**config.mk**
```make
export PLATFORM = sky130hd
export DESIGN_NAME = laser_frame_scheduler_flat
export DESIGN_NICKNAME = d
export VERILOG_FILES = /design/src/rtl/laser_frame_scheduler_if.sv /design/src/rtl/laser_frame_scheduler.sv /design/src/flat_wrapper.sv
export SDC_FILE = /design/constraint.sdc
export NUM_CORES = 1
export LEC_CHECK = 0
export ABC_AREA = 0
export CAP_MARGIN = 20
export CORE_MARGIN = 4
export CORE_UTILIZATION = 41
export CTS_CLUSTER_DIAMETER = 200
export DETAILED_ROUTE_END_ITERATION = 10
export GPL_TIMING_DRIVEN = 0
export SKIP_CTS_REPAIR_TIMING = 1
export SYNTH_ARGS = -nofsm -noshare
export SYNTH_HDL_FRONTEND = slang
export SYNTH_SLANG_ARGS = --single-unit
```
**constraint.sdc**
```tcl
create_clock -name CLK -period 6.8 [get_ports CLK]
set_input_delay 0.68 -clock CLK [delete_from_list [all_inputs] [get_ports CLK]]
set_output_delay 0.68 -clock CLK [all_outputs]
set_load 0.005 [all_outputs]
```
**src/rtl/laser_frame_scheduler_if.sv**
```systemverilog
// rtl/laser_frame_scheduler_if.sv - sync input, controls and laser/status outputs of the frame scheduler
interface laser_frame_scheduler_if #(
  parameter int CNT_W = 24
);
  logic             V_SYNC;
  logic             ENABLE;
  logic             STEP;
  logic [1:0]       MODE;
  logic             SYNC_0;
  logic             SYNC_1;
  logic [3:0]       OFFSET_IDX;
  logic [CNT_W-1:0] FRAME_PERIOD;
  logic             LOCKED;
  logic             FRAME_TICK;

  modport master (
    output V_SYNC, ENABLE, STEP, MODE,
    input  SYNC_0, SYNC_1, OFFSET_IDX, FRAME_PERIOD, LOCKED, FRAME_TICK
  );

  modport slave (
    input  V_SYNC, ENABLE, STEP, MODE,
    output SYNC_0, SYNC_1, OFFSET_IDX, FRAME_PERIOD, LOCKED, FRAME_TICK
  );
endinterface

```
**src/rtl/laser_frame_scheduler.sv**
```systemverilog
// rtl/laser_frame_scheduler.sv - V_SYNC-locked A/B laser alternation at a 1/16-frame offset with dead time
module laser_frame_scheduler #(
  parameter int CNT_W         = 24,
  parameter int DEAD_TICKS    = 3000,
  parameter int TIMEOUT_TICKS = 2000000
) (
  input logic                    CLK,
  input logic                    RST,
  laser_frame_scheduler_if.slave bus
);

  localparam int DW = (DEAD_TICKS > 1) ? $clog2(DEAD_TICKS) : 1;
  localparam logic [DW-1:0]    DEAD_LAST = DW'(DEAD_TICKS - 1);
  localparam logic [CNT_W-1:0] TIMEOUT_C = CNT_W'(TIMEOUT_TICKS);

  typedef enum logic [2:0] {S_IDLE, S_WAIT_SYNC, S_ARM, S_DEAD, S_ON} state_t;

  state_t           state_q, state_d;
  logic             vs_meta_q, vs_meta_d, vs_sync_q, vs_sync_d;
  logic             vs_prev_q, vs_prev_d, vs_rise_q, vs_rise_d;
  logic [CNT_W-1:0] cnt_q, cnt_d, period_q, period_d;
  logic [CNT_W-1:0] delay_q, delay_d, phase_q, phase_d;
  logic             seen_q, seen_d, locked_q, locked_d;
  logic [3:0]       shadow_q, shadow_d, idx_q, idx_d;
  logic [DW-1:0]    dead_q, dead_d;
  logic             parity_q, parity_d, been_on_q, been_on_d;
  logic             sync0_q, sync0_d, sync1_q, sync1_d, tick_q, tick_d;

  logic             vs_rise, timeout, hit, drive, sel_a, sel_b;
  logic [CNT_W-1:0] cnt_inc, phase_inc, period_new, delay_new, phase_eff, delay_eff;
  logic [CNT_W+3:0] prod;

  always_comb begin
    vs_meta_d  = bus.V_SYNC;
    vs_sync_d  = vs_meta_q;
    vs_prev_d  = vs_sync_q;
    vs_rise_d  = vs_sync_q & ~vs_prev_q;
    vs_rise    = vs_rise_q;

    cnt_inc    = (&cnt_q) ? cnt_q : cnt_q + 1'b1;
    phase_inc  = (&phase_q) ? phase_q : phase_q + 1'b1;
    timeout    = !vs_rise && (cnt_q == TIMEOUT_C);
    shadow_d   = shadow_q + {3'b000, bus.STEP};
    // The first edge after reset/timeout has no valid period, so the held one feeds the delay.
    period_new = seen_q ? cnt_inc : period_q;
    prod       = {4'b0000, period_new} * {{CNT_W{1'b0}}, shadow_d};
    delay_new  = CNT_W'(prod >> 4);

    cnt_d    = cnt_inc;
    phase_d  = phase_inc;
    period_d = period_q;
    seen_d   = seen_q;
    locked_d = locked_q;
    idx_d    = idx_q;
    delay_d  = delay_q;
    tick_d   = vs_rise & locked_q;

    if (vs_rise) begin
      cnt_d   = '0;
      seen_d  = 1'b1;
      idx_d   = shadow_d;
      delay_d = delay_new;
      phase_d = CNT_W'(1);
      if (seen_q) begin
        period_d = cnt_inc;
        locked_d = 1'b1;
      end
    end else if (timeout) begin
      seen_d   = 1'b0;
      locked_d = 1'b0;
    end

    // The vs_rise cycle itself is phase 0, so a zero delay switches on that cycle.
    phase_eff = vs_rise ? '0 : phase_q;
    delay_eff = vs_rise ? delay_new : delay_q;
    hit       = (phase_eff == delay_eff);

    state_d   = state_q;
    dead_d    = dead_q;
    parity_d  = parity_q;
    been_on_d = been_on_q;

    if (!bus.ENABLE) begin
      state_d = S_IDLE;
    end else if (timeout) begin
      state_d = S_WAIT_SYNC;
    end else begin
      case (state_q)
        S_IDLE: begin
          if (!locked_q)    state_d = S_WAIT_SYNC;
          else if (vs_rise) state_d = S_ARM;
        end
        S_WAIT_SYNC: begin
          if (vs_rise && seen_q) state_d = S_ARM;
        end
        S_ARM: begin
          if (hit) begin
            parity_d = ~parity_q;
            dead_d   = '0;
            state_d  = S_DEAD;
          end
        end
        S_DEAD: begin
          if (dead_q == DEAD_LAST) begin
            been_on_d = 1'b1;
            state_d   = S_ON;
          end else begin
            dead_d = dead_q + 1'b1;
          end
        end
        S_ON: begin
          if (vs_rise) begin
            if (hit) begin
              parity_d = ~parity_q;
              dead_d   = '0;
              state_d  = S_DEAD;
            end else begin
              state_d = S_ARM;
            end
          end
        end
        default: state_d = S_IDLE;
      endcase
    end

    if (state_d == S_IDLE || state_d == S_WAIT_SYNC) begin
      parity_d  = 1'b0;
      been_on_d = 1'b0;
    end

    sel_a = 1'b0;
    sel_b = 1'b0;
    case (bus.MODE)
      2'b00: begin sel_a = parity_d; sel_b = ~parity_d; end
      2'b01: sel_a = 1'b1;
      2'b10: sel_b = 1'b1;
      default: ;
    endcase
    // Outputs follow the next state so every change lands on the same edge as the state.
    drive   = (state_d == S_ON) || (state_d == S_ARM && been_on_d);
    sync0_d = drive & sel_a;
    sync1_d = drive & sel_b;
  end

  always_ff @(posedge CLK) begin
    if (RST) begin
      state_q   <= S_IDLE;
      vs_meta_q <= 1'b0;
      vs_sync_q <= 1'b0;
      vs_prev_q <= 1'b0;
      vs_rise_q <= 1'b0;
      cnt_q     <= '0;
      period_q  <= '0;
      delay_q   <= '0;
      phase_q   <= '0;
      seen_q    <= 1'b0;
      locked_q  <= 1'b0;
      shadow_q  <= '0;
      idx_q     <= '0;
      dead_q    <= '0;
      parity_q  <= 1'b0;
      been_on_q <= 1'b0;
      sync0_q   <= 1'b0;
      sync1_q   <= 1'b0;
      tick_q    <= 1'b0;
    end else begin
      state_q   <= state_d;
      vs_meta_q <= vs_meta_d;
      vs_sync_q <= vs_sync_d;
      vs_prev_q <= vs_prev_d;
      vs_rise_q <= vs_rise_d;
      cnt_q     <= cnt_d;
      period_q  <= period_d;
      delay_q   <= delay_d;
      phase_q   <= phase_d;
      seen_q    <= seen_d;
      locked_q  <= locked_d;
      shadow_q  <= shadow_d;
      idx_q     <= idx_d;
      dead_q    <= dead_d;
      parity_q  <= parity_d;
      been_on_q <= been_on_d;
      sync0_q   <= sync0_d;
      sync1_q   <= sync1_d;
      tick_q    <= tick_d;
    end
  end

  assign bus.SYNC_0       = sync0_q;
  assign bus.SYNC_1       = sync1_q;
  assign bus.OFFSET_IDX   = idx_q;
  assign bus.FRAME_PERIOD = period_q;
  assign bus.LOCKED       = locked_q;
  assign bus.FRAME_TICK   = tick_q;

endmodule

```
**src/flat_wrapper.sv**
```systemverilog
// flat-port wrapper written by rule: the top's interface ports become plain ports
module laser_frame_scheduler_flat 
#(
  parameter int CNT_W         = 24,
  parameter int DEAD_TICKS    = 3000,
  parameter int TIMEOUT_TICKS = 2000000
)
  (CLK, RST, bus_V_SYNC, bus_ENABLE, bus_STEP, bus_MODE, bus_SYNC_0, bus_SYNC_1, bus_OFFSET_IDX, bus_FRAME_PERIOD, bus_LOCKED, bus_FRAME_TICK);
  laser_frame_scheduler_if #(.CNT_W(CNT_W)) bus_i ();
  input logic CLK;
  input logic RST;
  input wire logic [$bits(bus_i.V_SYNC)-1:0] bus_V_SYNC;
  input wire logic [$bits(bus_i.ENABLE)-1:0] bus_ENABLE;
  input wire logic [$bits(bus_i.STEP)-1:0] bus_STEP;
  input wire logic [$bits(bus_i.MODE)-1:0] bus_MODE;
  output wire logic [$bits(bus_i.SYNC_0)-1:0] bus_SYNC_0;
  output wire logic [$bits(bus_i.SYNC_1)-1:0] bus_SYNC_1;
  output wire logic [$bits(bus_i.OFFSET_IDX)-1:0] bus_OFFSET_IDX;
  output wire logic [$bits(bus_i.FRAME_PERIOD)-1:0] bus_FRAME_PERIOD;
  output wire logic [$bits(bus_i.LOCKED)-1:0] bus_LOCKED;
  output wire logic [$bits(bus_i.FRAME_TICK)-1:0] bus_FRAME_TICK;
  assign bus_i.V_SYNC = bus_V_SYNC;
  assign bus_i.ENABLE = bus_ENABLE;
  assign bus_i.STEP = bus_STEP;
  assign bus_i.MODE = bus_MODE;
  assign bus_SYNC_0 = bus_i.SYNC_0;
  assign bus_SYNC_1 = bus_i.SYNC_1;
  assign bus_OFFSET_IDX = bus_i.OFFSET_IDX;
  assign bus_FRAME_PERIOD = bus_i.FRAME_PERIOD;
  assign bus_LOCKED = bus_i.LOCKED;
  assign bus_FRAME_TICK = bus_i.FRAME_TICK;
  laser_frame_scheduler #(.CNT_W(CNT_W), .DEAD_TICKS(DEAD_TICKS), .TIMEOUT_TICKS(TIMEOUT_TICKS)) u_core (.CLK(CLK), .RST(RST), .bus(bus_i));
endmodule
```
==> results_dict.tcl, run 1 <==
set metrics [dict create \
    multiInputGateArea_mm2 0.00756 \
    syn_inst 1293 \
    ios 39 \
    drt_iter0_markers 662 \
    cap_violations 0 \
    holdCritStartpoint "u_core.vs_prev_q" \
    fin_ws_ns -0.354 \
    p_sw_share_pct 27.0 \
    port_buffers 37 \
    path_clk_slew_ns 0.07 \
    cts_sinks 130 \
    synth-edff-count 0 \
    power_density_mw_per_mm2 153 \
    design_area_mm2 0.0126 \
    ys.warnings.count 0 \
    arrival_ns 7.52 \
    async_flop_share_pct 0 \
    hpwlAfterDp_mm 24.2 \
    setup_viol 15 \
    combPwrFrac_pct 9.7 \
    synth_area_per_cell_um2 7.66 \
    clock_latency_ns 0.43 \
    slowest_delay_ns 0.53 \
    reg2reg_from "u_core.cnt_q[5]" \
    area.sequential_mm2 0.00265 \
    vdd_drop_max_uv 169 \
    vias 9748 \
    worst_pin_slew_ns 0.841 \
    timing.rr.end "u_core.dead_q[9]" \
    critPathMaxFanout 7 \
    power.leakage_uw 0.00463 \
    cts_max_level 4 \
    worst-setup-path-type "flip-flop to flip-flop" \
    final_util_pct 53.6 \
    seq_area_frac_synth_pct 26.3 \
    clkPwrFrac_pct 50.3 \
    synth_cell_types 78 \
    num_antenna_cells 0 \
    max-slew-margin-rel_pct 43.9 \
    numCtsBuffers 17 \
    endpoint_kind "flip-flop" \
    p_seq_share_pct 40.0 \
    start_util_pct 42.0 \
    gp_congestion 0.928 \
    wl_per_cell_um 18.5 \
    fillers 2249 \
    finalCritPeriodShare_pct 105 \
    area_growth_pct 27.7 \
    cts-root-buf "clkbuf_16" \
    grt_pass1_wl_mm 49.8 \
    cts_tree "built" \
    rr_worst_depth 30 \
    track_usage_pct 23.6 \
    wl_mm 31.9 \
    place_inst 1649 \
    syn_area_mm2 0.00991 \
    min_period_ns 7.15 \
    nNetsFinal 1475 \
    grt_pass1_vias 9216 \
    grt_max_degree 17 \
    p_switching_uw 524 \
    hold_class "flip-flop to flip-flop" \
    placed_area_mm2 0.0108 \
    clock.fmax_mhz 140 \
    whs_endpoint "u_core.vs_rise" \
    overflow 0 \
    coreArea_mm2 0.0236 \
    synthesis.nets 1379 \
    report.final.slew_viol_count 0 \
    drt_first_pass_iters 5 \
    fin_skew_ns 0.00839 \
    drive_gt1_share_pct 19.3 \
    cpMaxStageDelayCell "fa_1" \
    die_y_um 163 \
    antenna_found_initial 0 \
    status "finished, violations left" \
    layout.cells.non_filler 1720 \
    dpl_worst_slack_ns -1.68 \
    worstHoldPathCells 1 \
    violations "negative setup slack" \
    start_kind "flip-flop" \
    antenna_left 0 \
    vias_per_cell 5.67 \
    dieArea_mm2 0.0267 \
    synth_seq_cells 130 \
    required_ns 7.16 \
    timing_hold_violations_final 0 \
    reg2reg_slack_ns -0.35 \
    synth_ff_type "dfxtp_1" \
    dieWidth_um 163 \
    rsz0062_at_grt "true" \
    power_uw 1940 \
    rows 56 \
    drc 0 \
    clk_path_buf_depth 2 \
    p_int_uw 1410 \
]
## how the worst max path moves through the flow
stage	start	endpoint	slack (ns)	cells past startpoint
floorplan	u_core.cnt_q[0]	u_core.dead_q[5]	0.06	32
global placement	bus_STEP	u_core.dead_q[4]	-1.66	23
CTS	u_core.cnt_q[0]	u_core.dead_q[3]	-1.56	29
global route	u_core.cnt_q[5]	u_core.dead_q[9]	-0.57	30
finish	u_core.cnt_q[5]	u_core.dead_q[9]	-0.35	30
detailed placement	bus_STEP	u_core.dead_q[4]	-1.68	24
## through the flow
| step | hold WS (ns) | TNS, ns |
|---|---|---|
| 5_1_grt | 0.406 | -5.77 |
| 4_1_cts | 0.386 | -21.87 |
| 3_5_place_dp | 0.377 | -23.63 |
| 3_3_place_gp | 0.372 | -23.58 |
| 2_1_floorplan | 0.367 | 0 |
| 6_report | 0.382 | -2.33 |
## critical path: cells and delay by family, from the launching register on
| kind | cells | cell delay, ns |
|---|---|---|
| buf+inv | 6 | 0.72 |
| simple gates | 10 | 2.32 |
| xor+xnor | 2 | 0.46 |
| flops | 1 | 0.39 |
| fa+ha+maj | 3 | 1.35 |
| compound gates | 9 | 1.84 |
## state kept, by name (all words and copies together) (netlist names)
register and cells:
u_core.been_on_q 1, u_core.bus.FRAME_PERIOD 24, u_core.bus.FRAME_TICK 1, u_core.bus.LOCKED 1, u_core.bus.OFFSET_IDX 4, u_core.bus.SYNC_0 1, u_core.bus.SYNC_1 1, u_core.cnt_q 24
u_core.dead_q 12, u_core.delay_q 24, u_core.parity_q 1, u_core.phase_q 24, u_core.seen_q 1, u_core.shadow_q 4, u_core.state_q 3, u_core.vs_meta_q 1
u_core.vs_prev_d 1, u_core.vs_prev_q 1, u_core.vs_rise 1
## cell type report
| cell class | count | area share (%) |
|---|---|---|
| clock inverters | 14 | 1.41 |
| well taps | 319 | 3.16 |
| inverters | 109 | 3.23 |
| plain buffers | 56 | 2.18 |
| clock buffers | 17 | 3.36 |
| flip-flops and latches | 130 | 21.0 |
| repair buffers | 87 | 5.93 |
| multi-input cells | 988 | 59.8 |
## cells in the mapped netlist (22+ instances only)
master    count  area share (%)
nor3_1       32             1.6
and3_1       22             1.4
inv_1       109             4.1
fa_1         43             8.7
nand3_1      34             1.7
a211oi_1     36             2.7
xor2_1       29             2.6
xnor2_1      41             3.6
nand4_1      30             1.9
nor2b_1      25             1.6
clkbuf_1     55             2.1
dfxtp_1     130              26
nand2_1     106             4.0
o21ai_0      47             2.4
a21oi_1      73             3.7
nor2_1      203             7.7
ha_1         36             4.5
and2_1       22             1.4
## layer usage
layer | global-route usage, % | vias up | share of wire [%]
met4 | 6.75 | 0 | 2.1
met1 | 31.4 | 4775 | 46
met3 | 6.06 | 39 | 6.0
met5 | 0 | - | 0
met2 | 38.1 | 270 | 46
li1 | - | 4664 | -
## cell families (layout without fill, tap and decap cells)
group           after synthesis  in the layout  share of synthesized area [%]
simple gates                548            548                           26.8
buf+inv                     175            283                           6.90
mux                          23             23                           2.37
xor+xnor                     70             70                           6.19
compound gates              268            268                           18.2
fa+ha+maj                    79             79                           13.2
flops                       130            130                           26.3
## placed cells by master (no fill, tap or decap), types with 9 or more instances in the layout
master | netlist | routed
nand2b_1 | 20 | 20
xor2_1 | 29 | 21
dfxtp_4 | 0 | 10
a21oi_1 | 73 | 51
ha_4 | 0 | 9
ha_1 | 36 | 20
o211ai_1 | 9 | 9
nor3_1 | 32 | 26
dfxtp_1 | 130 | 112
and2_1 | 22 | 18
nor2b_1 | 25 | 25
inv_1 | 109 | 107
a21oi_2 | 0 | 16
nor2_1 | 203 | 199
o21ai_1 | 2 | 10
nand3_1 | 34 | 32
mux2i_1 | 19 | 17
a21o_1 | 11 | 11
and3_1 | 22 | 18
nand2_1 | 106 | 102
buf_4 | 1 | 50
xnor2_1 | 41 | 33
clkbuf_16 | 0 | 17
o21ai_0 | 47 | 22
o21ai_2 | 0 | 12
clkdlybuf4s50_1 | 0 | 37
clkbuf_1 | 55 | 36
nand4_1 | 30 | 30
a211oi_1 | 36 | 33
fa_1 | 43 | 43
## power by group through the flow
stage          Sequential (µW)  Clock, µW  Combinational [µW]
4_1_cts                    776        985                 160
2_1_floorplan              791          0                 104
3_3_place_gp               793          0                 158
3_5_place_dp               793          0                 159
5_1_grt                    775       1020                 204
6_report                   774        975                 188
(Power assumes the default switching activity.)
==> run 2, diff against run 1 <==
--- a/config.mk
+++ b/config.mk
@@ -8,10 +8,13 @@
 export ABC_AREA = 0
 export CAP_MARGIN = 20
 export CORE_MARGIN = 4
-export CORE_UTILIZATION = 41
+export CORE_UTILIZATION = 57
 export CTS_CLUSTER_DIAMETER = 200
 export DETAILED_ROUTE_END_ITERATION = 10
+export GPL_ROUTABILITY_DRIVEN = 0
 export GPL_TIMING_DRIVEN = 0
+export PLACE_DENSITY = 0.78
+export RECOVER_POWER = 100
 export SKIP_CTS_REPAIR_TIMING = 1
 export SYNTH_ARGS = -nofsm -noshare
 export SYNTH_HDL_FRONTEND = slang
==> run 2 against run 1 <==
  * The flow still finishes with violations (negative setup slack)
  * Setup slack better by 0.028 ns
  * Sequential power about the same
  * Flip-flop and latch count did not move
  * Clock power down 4.7%
  * Non-clock buffer count fell by 6
  * Count of clock-buffer cells in the layout increased by 1
  * Combinational power is 9% higher
  * Worst hold slack got worse by 0.00057 ns
  * Global-route usage up 6.3 points
  * Critical endpoint is now u_core.dead_q[5]
==> results_dict.tcl, run 2 (same netlist as run 1, synthesis figures left out) <==
set metrics [dict create \
    power_density_mw_per_mm2 149 \
    grt_pass1_vias 9343 \
    antenna_found_initial 0 \
    status "finished, violations left" \
    drt_first_pass_iters 5 \
    clock.fmax_mhz 140 \
    hold_class "flip-flop to flip-flop" \
    drive_gt1_share_pct 21.1 \
    nNetsFinal 1469 \
    numCtsBuffers 17 \
    wl_per_cell_um 20.6 \
    mostFrequentLayoutCells "nor2_1, dfxtp_1, inv_1" \
    cpMaxStageDelayCell "fa_1" \
    cts_sinks 130 \
    critPathMaxFanout 7 \
    arrival_ns 7.49 \
    final.setup.tns_ns -1.42 \
    max-slew-margin-rel_pct 41.9 \
    timing_hold_violations_final 0 \
    power.leakage_uw 0.00481 \
    vdd_drop_max_uv 181 \
    vias 10400 \
    report.final.slew_viol_count 0 \
    min_period_ns 7.13 \
    dpl_worst_slack_ns -1.46 \
    coreArea_mm2 0.0168 \
    finalCritPeriodShare_pct 105 \
    dieArea_mm2 0.0196 \
    setup_viol 12 \
    start_kind "flip-flop" \
    fin_ws_ns -0.326 \
    slowest_delay_ns 0.55 \
    cts-root-buf "clkbuf_16" \
    start_util_pct 58.9 \
    endpoint_kind "flip-flop" \
    final_common_cell "nor2_1" \
    fin_skew_ns 0.0105 \
    hold_ws_ns 0.382 \
    drt_iter0_markers 1334 \
    num_antenna_cells 0 \
    rsz0062_at_grt "true" \
    cts_max_level 4 \
    wl_mm 33.2 \
    dieWidth_um 140 \
    area_growth_pct 29.3 \
    vias_per_cell 6.45 \
    drc 0 \
    grt_pass1_wl_mm 47.5 \
    violations "negative setup slack" \
    cap_violations 0 \
    die_y_um 140 \
    required_ns 7.17 \
    antenna_left 0 \
    worst-setup-path-type "flip-flop to flip-flop" \
    track_usage_pct 29.9 \
    port_buffers 37 \
    clk_path_buf_depth 2 \
    path_clk_slew_ns 0.07 \
    clock_latency_ns 0.44 \
    ios 39 \
    cts_tree "built" \
    worst_pin_slew_ns 0.863 \
    rows 47 \
    grt_max_degree 17 \
    overflow 0 \
    hpwlAfterDp_mm 22.3 \
]
## run 2: cell types whose count changed in the layout (fill, tap and decap cells not counted), sizes merged
cell,delta
clkdlybuf4s50,-32
dlygate4sd3,+32
buf,-5
clkinv,-3
inv,+3
bufinv,-2
clkinvlp,+2
## run 2: power breakdown
part           switching [µW]  internal, µW  total [µW]
logic                     129          75.0         204
clock network             404           524         929
registers                8.04           767         775
total                     542          1370        1910
## run 2: metal layers
metal  share of wire, %  track usage [%]
met3                 10             6.45
met5                  0                0
met1                 39             40.3
met2                 45             46.7
met4                5.5             12.3
## run 2: area by class of cell
class / instances / area, µm²
buffer: 56 / 282
clock buffer: 18 / 439
clock inverter: 14 / 143
fill: 1145 / 4010
inverter: 109 / 409
multi-input combinational: 988 / 7880
sequential: 130 / 2640
tap: 220 / 275
timing repair buffer: 81 / 738
## run 2: metrics by stage
| step | utilization (%) | power (µW) | std cells | instance area (µm²) |
|---|---|---|---|---|
| 2_1_floorplan | - | 895 | 1293 | 10000 |
| 3_3_place_gp | 63.3 | 945 | 1550 | 10600 |
| 3_5_place_dp | 63.3 | 948 | 1550 | 10600 |
| 4_1_cts | 66.7 | 1850 | 1582 | 11200 |
| 5_1_grt | 76.2 | 1960 | 1616 | 12800 |
| 6_report | 76.2 | 1910 | 1616 | 12800 |
## run 2: final timing paths
check / to / depth (start not counted) / slack (ns) / startpoint
worst max-delay path: u_core.dead_q[5] / 30 / -0.33 / u_core.cnt_q[6]
worst min-delay path: u_core.vs_rise / 1 / 0.38 / u_core.vs_prev_q
worst max register to register: u_core.dead_q[5] / 30 / -0.33 / u_core.cnt_q[6]
worst min register to register: u_core.vs_rise / 1 / 0.38 / u_core.vs_prev_q
## run 2: critical path: cells and delay by family, from the launching register on
| kind | cells | cell delay, ns |
|---|---|---|
| compound gates | 9 | 1.84 |
| simple gates | 10 | 2.25 |
| buf+inv | 6 | 0.77 |
| xor+xnor | 2 | 0.40 |
| flops | 1 | 0.42 |
| fa+ha+maj | 3 | 1.36 |
